## src/rtl/l_muldiv_unit.sv

```systemverilog
// Iterative BITS-wide unsigned multiply/divide stage feeding the register-file write port.
// Define MULDIV_DIV_EN to build the restoring divider; otherwise ops 2/3 complete at once with all-ones.
module l_muldiv_unit #(
    parameter int BITS = 16
) (
    input  logic            clk,
    input  logic            rst,
    input  logic            start,
    input  logic [1:0]      op,
    input  logic [BITS-1:0] a,
    input  logic [BITS-1:0] b,
    input  logic [2:0]      rd_in,
    output logic            busy,
    output logic            done,
    output logic [BITS-1:0] result,
    output logic [2:0]      rd_out,
    output logic            write_disable
);

    localparam int CW = $clog2(BITS);

    localparam logic [1:0] S_IDLE = 2'd0;
    localparam logic [1:0] S_RUN  = 2'd1;
    localparam logic [1:0] S_DONE = 2'd2;

    logic [1:0]        state_q, state_d;
    logic [CW-1:0]     cnt_q, cnt_d;
    logic [1:0]        op_q, op_d;
    logic [BITS-1:0]   opnd_q, opnd_d;
    logic [2*BITS-1:0] acc_q, acc_d;
    logic [BITS-1:0]   result_q, result_d;
    logic [2:0]        rd_q, rd_d;

    logic              is_div, div_fast;
    logic [BITS-1:0]   fast_result, fin_result;
    logic [BITS:0]     sum;
    logic [2*BITS-1:0] mul_step, acc_step;
`ifdef MULDIV_DIV_EN
    logic [BITS:0]     diff;
    logic [2*BITS-1:0] div_step;
`endif

    // Multiply: {hi, multiplier} shifts right, adding multiplicand into hi when the low bit is set.
    // Divide: {remainder, dividend} shifts left, quotient bits enter at the bottom.
    always_comb begin
        is_div   = op[1];
        sum      = {1'b0, acc_q[2*BITS-1:BITS]} + {1'b0, opnd_q};
        mul_step = acc_q[0] ? {sum, acc_q[BITS-1:1]} : {1'b0, acc_q[2*BITS-1:1]};
`ifdef MULDIV_DIV_EN
        diff        = acc_q[2*BITS-1:BITS-1] - {1'b0, opnd_q};
        div_step    = diff[BITS] ? {acc_q[2*BITS-2:0], 1'b0}
                                 : {diff[BITS-1:0], acc_q[BITS-2:0], 1'b1};
        acc_step    = op_q[1] ? div_step : mul_step;
        div_fast    = is_div && (b == '0);
        fast_result = op[0] ? a : '1;
        fin_result  = op_q[0] ? acc_step[2*BITS-1:BITS] : acc_step[BITS-1:0];
`else
        acc_step    = mul_step;
        div_fast    = is_div;
        fast_result = '1;
        fin_result  = op_q[1] ? '1
                    : (op_q[0] ? acc_step[2*BITS-1:BITS] : acc_step[BITS-1:0]);
`endif
    end

    always_comb begin
        state_d  = state_q;
        cnt_d    = cnt_q;
        op_d     = op_q;
        opnd_d   = opnd_q;
        acc_d    = acc_q;
        result_d = result_q;
        rd_d     = rd_q;
        case (state_q)
            S_RUN: begin
                acc_d = acc_step;
                cnt_d = cnt_q + 1'b1;
                if (cnt_q == CW'(BITS - 1)) begin
                    state_d  = S_DONE;
                    result_d = fin_result;
                end
            end
            default: begin
                state_d = S_IDLE;
                if (start) begin
                    op_d   = op;
                    rd_d   = rd_in;
                    cnt_d  = '0;
                    opnd_d = is_div ? b : a;
                    acc_d  = {{BITS{1'b0}}, (is_div ? a : b)};
                    if (div_fast) begin
                        state_d  = S_DONE;
                        result_d = fast_result;
                    end else begin
                        state_d = S_RUN;
                    end
                end
            end
        endcase
    end

    always_ff @(posedge clk or posedge rst) begin
        if (rst) begin
            state_q  <= S_IDLE;
            cnt_q    <= '0;
            op_q     <= '0;
            opnd_q   <= '0;
            acc_q    <= '0;
            result_q <= '0;
            rd_q     <= '0;
        end else begin
            state_q  <= state_d;
            cnt_q    <= cnt_d;
            op_q     <= op_d;
            opnd_q   <= opnd_d;
            acc_q    <= acc_d;
            result_q <= result_d;
            rd_q     <= rd_d;
        end
    end

    assign busy          = (state_q == S_RUN);
    assign done          = (state_q == S_DONE);
    assign write_disable = ~done;
    assign result        = result_q;
    assign rd_out        = rd_q;

endmodule

```

## config.mk

```make
export PLATFORM = sky130hd
export DESIGN_NAME = l_muldiv_unit
export DESIGN_NICKNAME = d
export VERILOG_FILES = /design/src/rtl/l_muldiv_unit.sv
export SDC_FILE = /design/constraint.sdc
export NUM_CORES = 1
export LEC_CHECK = 0
export CAP_MARGIN = 0
export CORE_MARGIN = 3
export CORE_UTILIZATION = 57
export CTS_BUF_LIST = sky130_fd_sc_hd__clkbuf_2 sky130_fd_sc_hd__clkbuf_4 sky130_fd_sc_hd__clkbuf_8
export DETAILED_ROUTE_END_ITERATION = 12
export GPL_TIMING_DRIVEN = 0
export PLACE_DENSITY = 0.83
export SLEW_MARGIN = 25
export SYNTH_ARGS = -nofsm -noshare
export SYNTH_HDL_FRONTEND = slang
export SYNTH_SLANG_ARGS = --single-unit
```

## constraint.sdc

```tcl
create_clock -name clk -period 3.37 [get_ports clk]
set_input_delay 1.011 -clock clk [delete_from_list [all_inputs] [get_ports clk]]
set_output_delay 1.011 -clock clk [all_outputs]
set_load 0.05 [all_outputs]
```

-- Word-level counts from Yosys, hierarchy flattened
Cells that the tools add are included.
- register bits: 75
- word-level logic and storage cells: 36
- add/subtract/negate cells: 2
- equality and inequality tests: 4
- multiplexer cells: 17
- bitwise logic cells: 2
- reductions and logical operators: 4
- operators with widths (operator ; number):
    16-bit two-way mux ; 8
    32-bit two-way mux ; 3
    16-bit by 16-bit adder with 17-bit output ; 1
    2-bit two-way mux ; 4
    4-bit two-way mux ; 2
    4-bit by 1-bit adder with 4-bit output (second input constant) ; 1
    4-bit == test (second input constant) ; 1
    2-bit nonzero test ; 2
    3-bit AND reduction ; 1
    2-bit by 1-bit == test with 1-bit output (second input constant) ; 1
    2-bit == test (second input constant) ; 1
    2-bit by 1-bit != test with 1-bit output (second input constant) ; 1
    1-bit NOT ; 2
    2-bit AND reduction ; 1

-- Logic depth before layout (Yosys ltp)
- depth in word-level cells: 6
- mapped depth: 8
- mapped depth without buffers: 8

-- Worst setup path after synthesis
Ideal clock, no wire load.
- path type: register to register
- from: register opnd_q[0]
- to: register result_q[11], in the netlist result[11]
- library setup time: 0.126 ns
- arrival: 2.441 ns
- data required time: 3.244 ns
- slack: 0.803 ns
- stages on the path, launching flop included: 9
- path buffers: 0
- period minus slack after synthesis: 2.567 ns
- cell sequence: dfrtp_1 -> ha_1 -> fa_1 -> a21o_1 -> a221oi_2 -> nor4b_2 -> or3_1 -> and3b_1 -> o32a_1
- longest elaborated chain between the ends: 6
- RTL lines (item ; RTL line ; text):
    from (decl) ; 29 ; logic [BITS-1:0] opnd_q, opnd_d;
    from (signal assigned) ; 115 ; opnd_q <= opnd_d;
    16-bit by 16-bit adder with 17-bit output ; 47 ; sum = {1'b0, acc_q[2*BITS-1:BITS]} + {1'b0, opnd_q};
    32-bit two-way mux ; 48 ; mul_step = acc_q[0] ? {sum, acc_q[BITS-1:1]} : {1'b0, acc_q[2*BITS-1:1]};
    16-bit two-way mux ; 62 ; : (op_q[0] ? acc_step[2*BITS-1:BITS] : acc_step[BITS-1:0]);
    16-bit two-way mux ; 61 ; fin_result = op_q[1] ? '1
    16-bit two-way mux ; 78 ; if (cnt_q == CW'(BITS - 1)) begin
    16-bit two-way mux ; 74 ; case (state_q)
    to (signal assigned) ; 117 ; result_q <= result_d;
    to (decl) ; 31 ; logic [BITS-1:0] result_q, result_d;
Every way passes these cells. The select of a mux whose other input is x is not followed.
A chain may end at the register's enable or synchronous reset.

-- Final worst setup path
- from: register state_q[1]
- to: output port busy
- longest elaborated chain between the ends: 1
- RTL lines (item ; RTL line ; text):
    from (decl) ; 26 ; logic [1:0] state_q, state_d;
    from (signal assigned) ; 112 ; state_q <= state_d;
    2-bit by 1-bit == test with 1-bit output ; 122 ; assign busy = (state_q == S_RUN);
    to (decl) ; 13 ; output logic busy,
Every way passes these cells.

==> results.sh <==
export IMPL_async_reset_ff_frac=1.00
export IMPL_fmax_mhz=315
export IMPL_dr_total_vias=4032
export IMPL_gp_congestion=0.898
export IMPL_ios=62
export IMPL_drv_slew=0
export IMPL_cp_end_kind="output port"
export IMPL_hold_buffers=0
export IMPL_regArea_um2=1880
export IMPL_cts_htree_levels=3
export IMPL_cp_required_ns=2.36
export IMPL_reg2reg_slack_ns=0.53
export IMPL_power_total_uw=4720
export IMPL_power_density_nw_per_um2=901
export IMPL_yosys_area_top_type_share=0.438
export IMPL_wl_per_cell_um=20.2
export IMPL_die_w_um=92.7
export IMPL_drtPass1Iterations=5
export IMPL_cap_viol_max_count=0
export IMPL_initial_core_util=0.607
export IMPL_crit_end="busy"
export IMPL_min_path_type="reg -> reg"
export IMPL_finalCritPeriodShare=0.943
export IMPL_cts_tree="yes"
export IMPL_drt_iter0_drc=410
export IMPL_coreArea_um2=7060
export IMPL_final_cells=635
export IMPL_worstPathCellList="nand2b_1 > clkinv_1 > clkbuf_1 > dlygate4sd2_1"
export IMPL_cp_start_kind="flop"
export IMPL_critPathLaunch="state_q[1]"
export IMPL_tightest_slew_ns=0.814
export IMPL_multiInputGateArea_um2=2270
export IMPL_cts_buffers=9
export IMPL_fill_cells=540
export IMPL_crit_family="buffers and inverters"
export IMPL_fin_ws_ns=0.192
export IMPL_reg2reg_from="opnd_q[0]"
export IMPL_syn_inst=462
export IMPL_syn_avg_cell_area_um2=9.28
export IMPL_postCtsSetupBuffers=0
export IMPL_vias_per_cell=6.35
export IMPL_antenna_found_initial=0
export IMPL_max_slew_margin_rel=0.457
export IMPL_outcome="completed"
export IMPL_slowest_stage="dlygate4sd2_1"
export IMPL_drive_gt1_frac=0.0557
export IMPL_synth_warning_count=0
export IMPL_max_stage_delay_ns=0.59
export IMPL_cp_num_buf_inv=3
export IMPL_die_area_um2=8600
export IMPL_arrival_ns=2.17
export IMPL_rows=30
export IMPL_routed_wirelength_mm=12.8
export IMPL_synthTopCellsByArea="dfrtp_1 (44%), mux2i_1 (9.8%), a21oi_1 (7.0%)"
export IMPL_root_buffer="clkbuf_8"
export IMPL_cts_sinks=75
export IMPL_antenna_cells=0
export IMPL_synth_nets=520
export IMPL_grt_pass1_wl_mm=20.4
export IMPL_worst_r2r_endpoint="result[11]"
export IMPL_die_h_um=92.7
export IMPL_fin_nets=592
export IMPL_fin_crit_ns=3.18
export IMPL_crit_type="reg -> out"
export IMPL_crit_fanout=10
export IMPL_grtUsageTotal=0.304
export IMPL_leakage_uw=0.00225
export IMPL_port_buffers=60
export IMPL_synth_area_leader_cell="dfrtp_1"
export IMPL_highest_layer="met4"
export IMPL_routed_wl_met3_mm=1.11
export IMPL_clockBufferDepth=2
export IMPL_post_cts_resized=1
export IMPL_grt_overflow_total=0
export IMPL_dp_cells=619
export IMPL_holdWs_ns=0.513
export IMPL_synth_cell_types=48
export IMPL_rr_worst_depth=8
export IMPL_finalSetupViolCount=0
export IMPL_yosysMostFrequentCell="dfrtp_1"
export IMPL_rsz0062_at_grt="no"
export IMPL_grt_max_degree=39
export IMPL_finalHoldViolCount=0
export IMPL_wl_met1_mm=4.97
export IMPL_synth_ff_type="dfrtp_1"
export IMPL_ir_worst_vdd_mv=0.490
export IMPL_wl_met2_mm=6.42
export IMPL_area_growth_syn_to_layout_pct=22.2
export IMPL_synth_edf_count=0
export IMPL_grt_pass1_vias=4058
export IMPL_ys_seq_area_frac=0.438
export IMPL_syn_area_um2=4290
export IMPL_utilization=0.742
export IMPL_synth_common_cells="dfrtp_1 (75), a21oi_1 (60), o21ai_0 (46), nor2_1 (43), mux2i_1 (42)"
export IMPL_drt_drc_violations_left=0
export IMPL_drtAntennaViolNets=0
export IMPL_insertion_delay_ns=0.35
export IMPL_cts_clk_slew_worst_paths_ns=0.08
export IMPL_pre_cts_ws_ns=0.177
export IMPL_fin_skew_ns=0.0134
export IMPL_crit_cells=4
export IMPL_hpwl_mm=9.56
export IMPL_synth_seq_cells=75
## stage by stage
stage	area, um2	setup TNS (ns)
after floorplan	4290	0
after global placement	5010	-52.23
after detailed placement	5030	0
after CTS	5240	0
after global routing	5240	0
final	5240	0
## worst min path at each step
| stage | cells past startpoint | end | start | slack (ns) |
|---|---|---|---|---|
| after floorplan | 1 | cnt_q[3] | cnt_q[3] | 0.45 |
| after global placement | 1 | cnt_q[3] | cnt_q[3] | 0.48 |
| after detailed placement | 1 | rd_out[1] | rd_out[1] | 0.49 |
| after CTS | 1 | cnt_q[3] | cnt_q[3] | 0.51 |
| after global routing | 1 | result[11] | result[11] | 0.53 |
| final | 1 | rd_out[1] | rd_out[1] | 0.51 |
## sequential cells by signal (all words and copies together) (netlist names)
signal,cells
acc_q,32
opnd_q,16
result,16
cnt_q,4
rd_out,3
op_q,2
state_q,2
## cells in the final DEF (no fill, tap or decap), drive strengths merged, types with 2 or more instances in the layout
master         count
o22a               2
nor3               5
or3                2
mux2i             42
clkbuf            34
o31ai              2
a221oi             2
xnor2              9
and2               3
nand2             36
o211ai             3
and3               2
a31oi              6
xor2               4
clkdlybuf4s50     59
nand2b             3
inv                6
a211o              2
dfrtp             75
o32ai              9
nand3             15
o22ai              2
a211oi             4
nor2              44
clkinv             6
nand4              3
mux2               5
buf                7
a21oi             60
o21ai             47
ha                17
a21o               8
## power breakdown
group / internal, uW / switching, uW / total, uW
registers: 1210 / 256 / 1470
clock network: 390 / 335 / 725
logic: 939 / 1590 / 2530
## kinds of logic after synthesis
family / after synthesis / synth area share
AND/OR/NAND/NOR: 119 / 0.125
AO/OA/AOI/OAI: 153 / 0.212
flip-flops: 75 / 0.438
multiplexers: 47 / 0.111
adder cells (fa/ha/maj): 18 / 0.0543
buffers and inverters: 37 / 0.0333
XOR/XNOR: 13 / 0.0266
## layer usage
| metal | up-vias | global-route usage |
|---|---|---|
| met4 | 0 | 0.110 |
| met1 | 1962 | 0.380 |
| met5 | - | 0 |
| met3 | 27 | 0.0617 |
| li1 | 1821 | - |
| met2 | 222 | 0.521 |
## cell type report
type,instances,share of cell area
multi-input combinational,350,0.433
sequential,75,0.358
timing repair buffer,61,0.118
clock buffer,12,0.0303
tap,96,0.0229
buffer,28,0.0208
clock inverter,4,0.00932
inverter,9,0.00693
No activity file was read; power rests on OpenSTA's default activity.
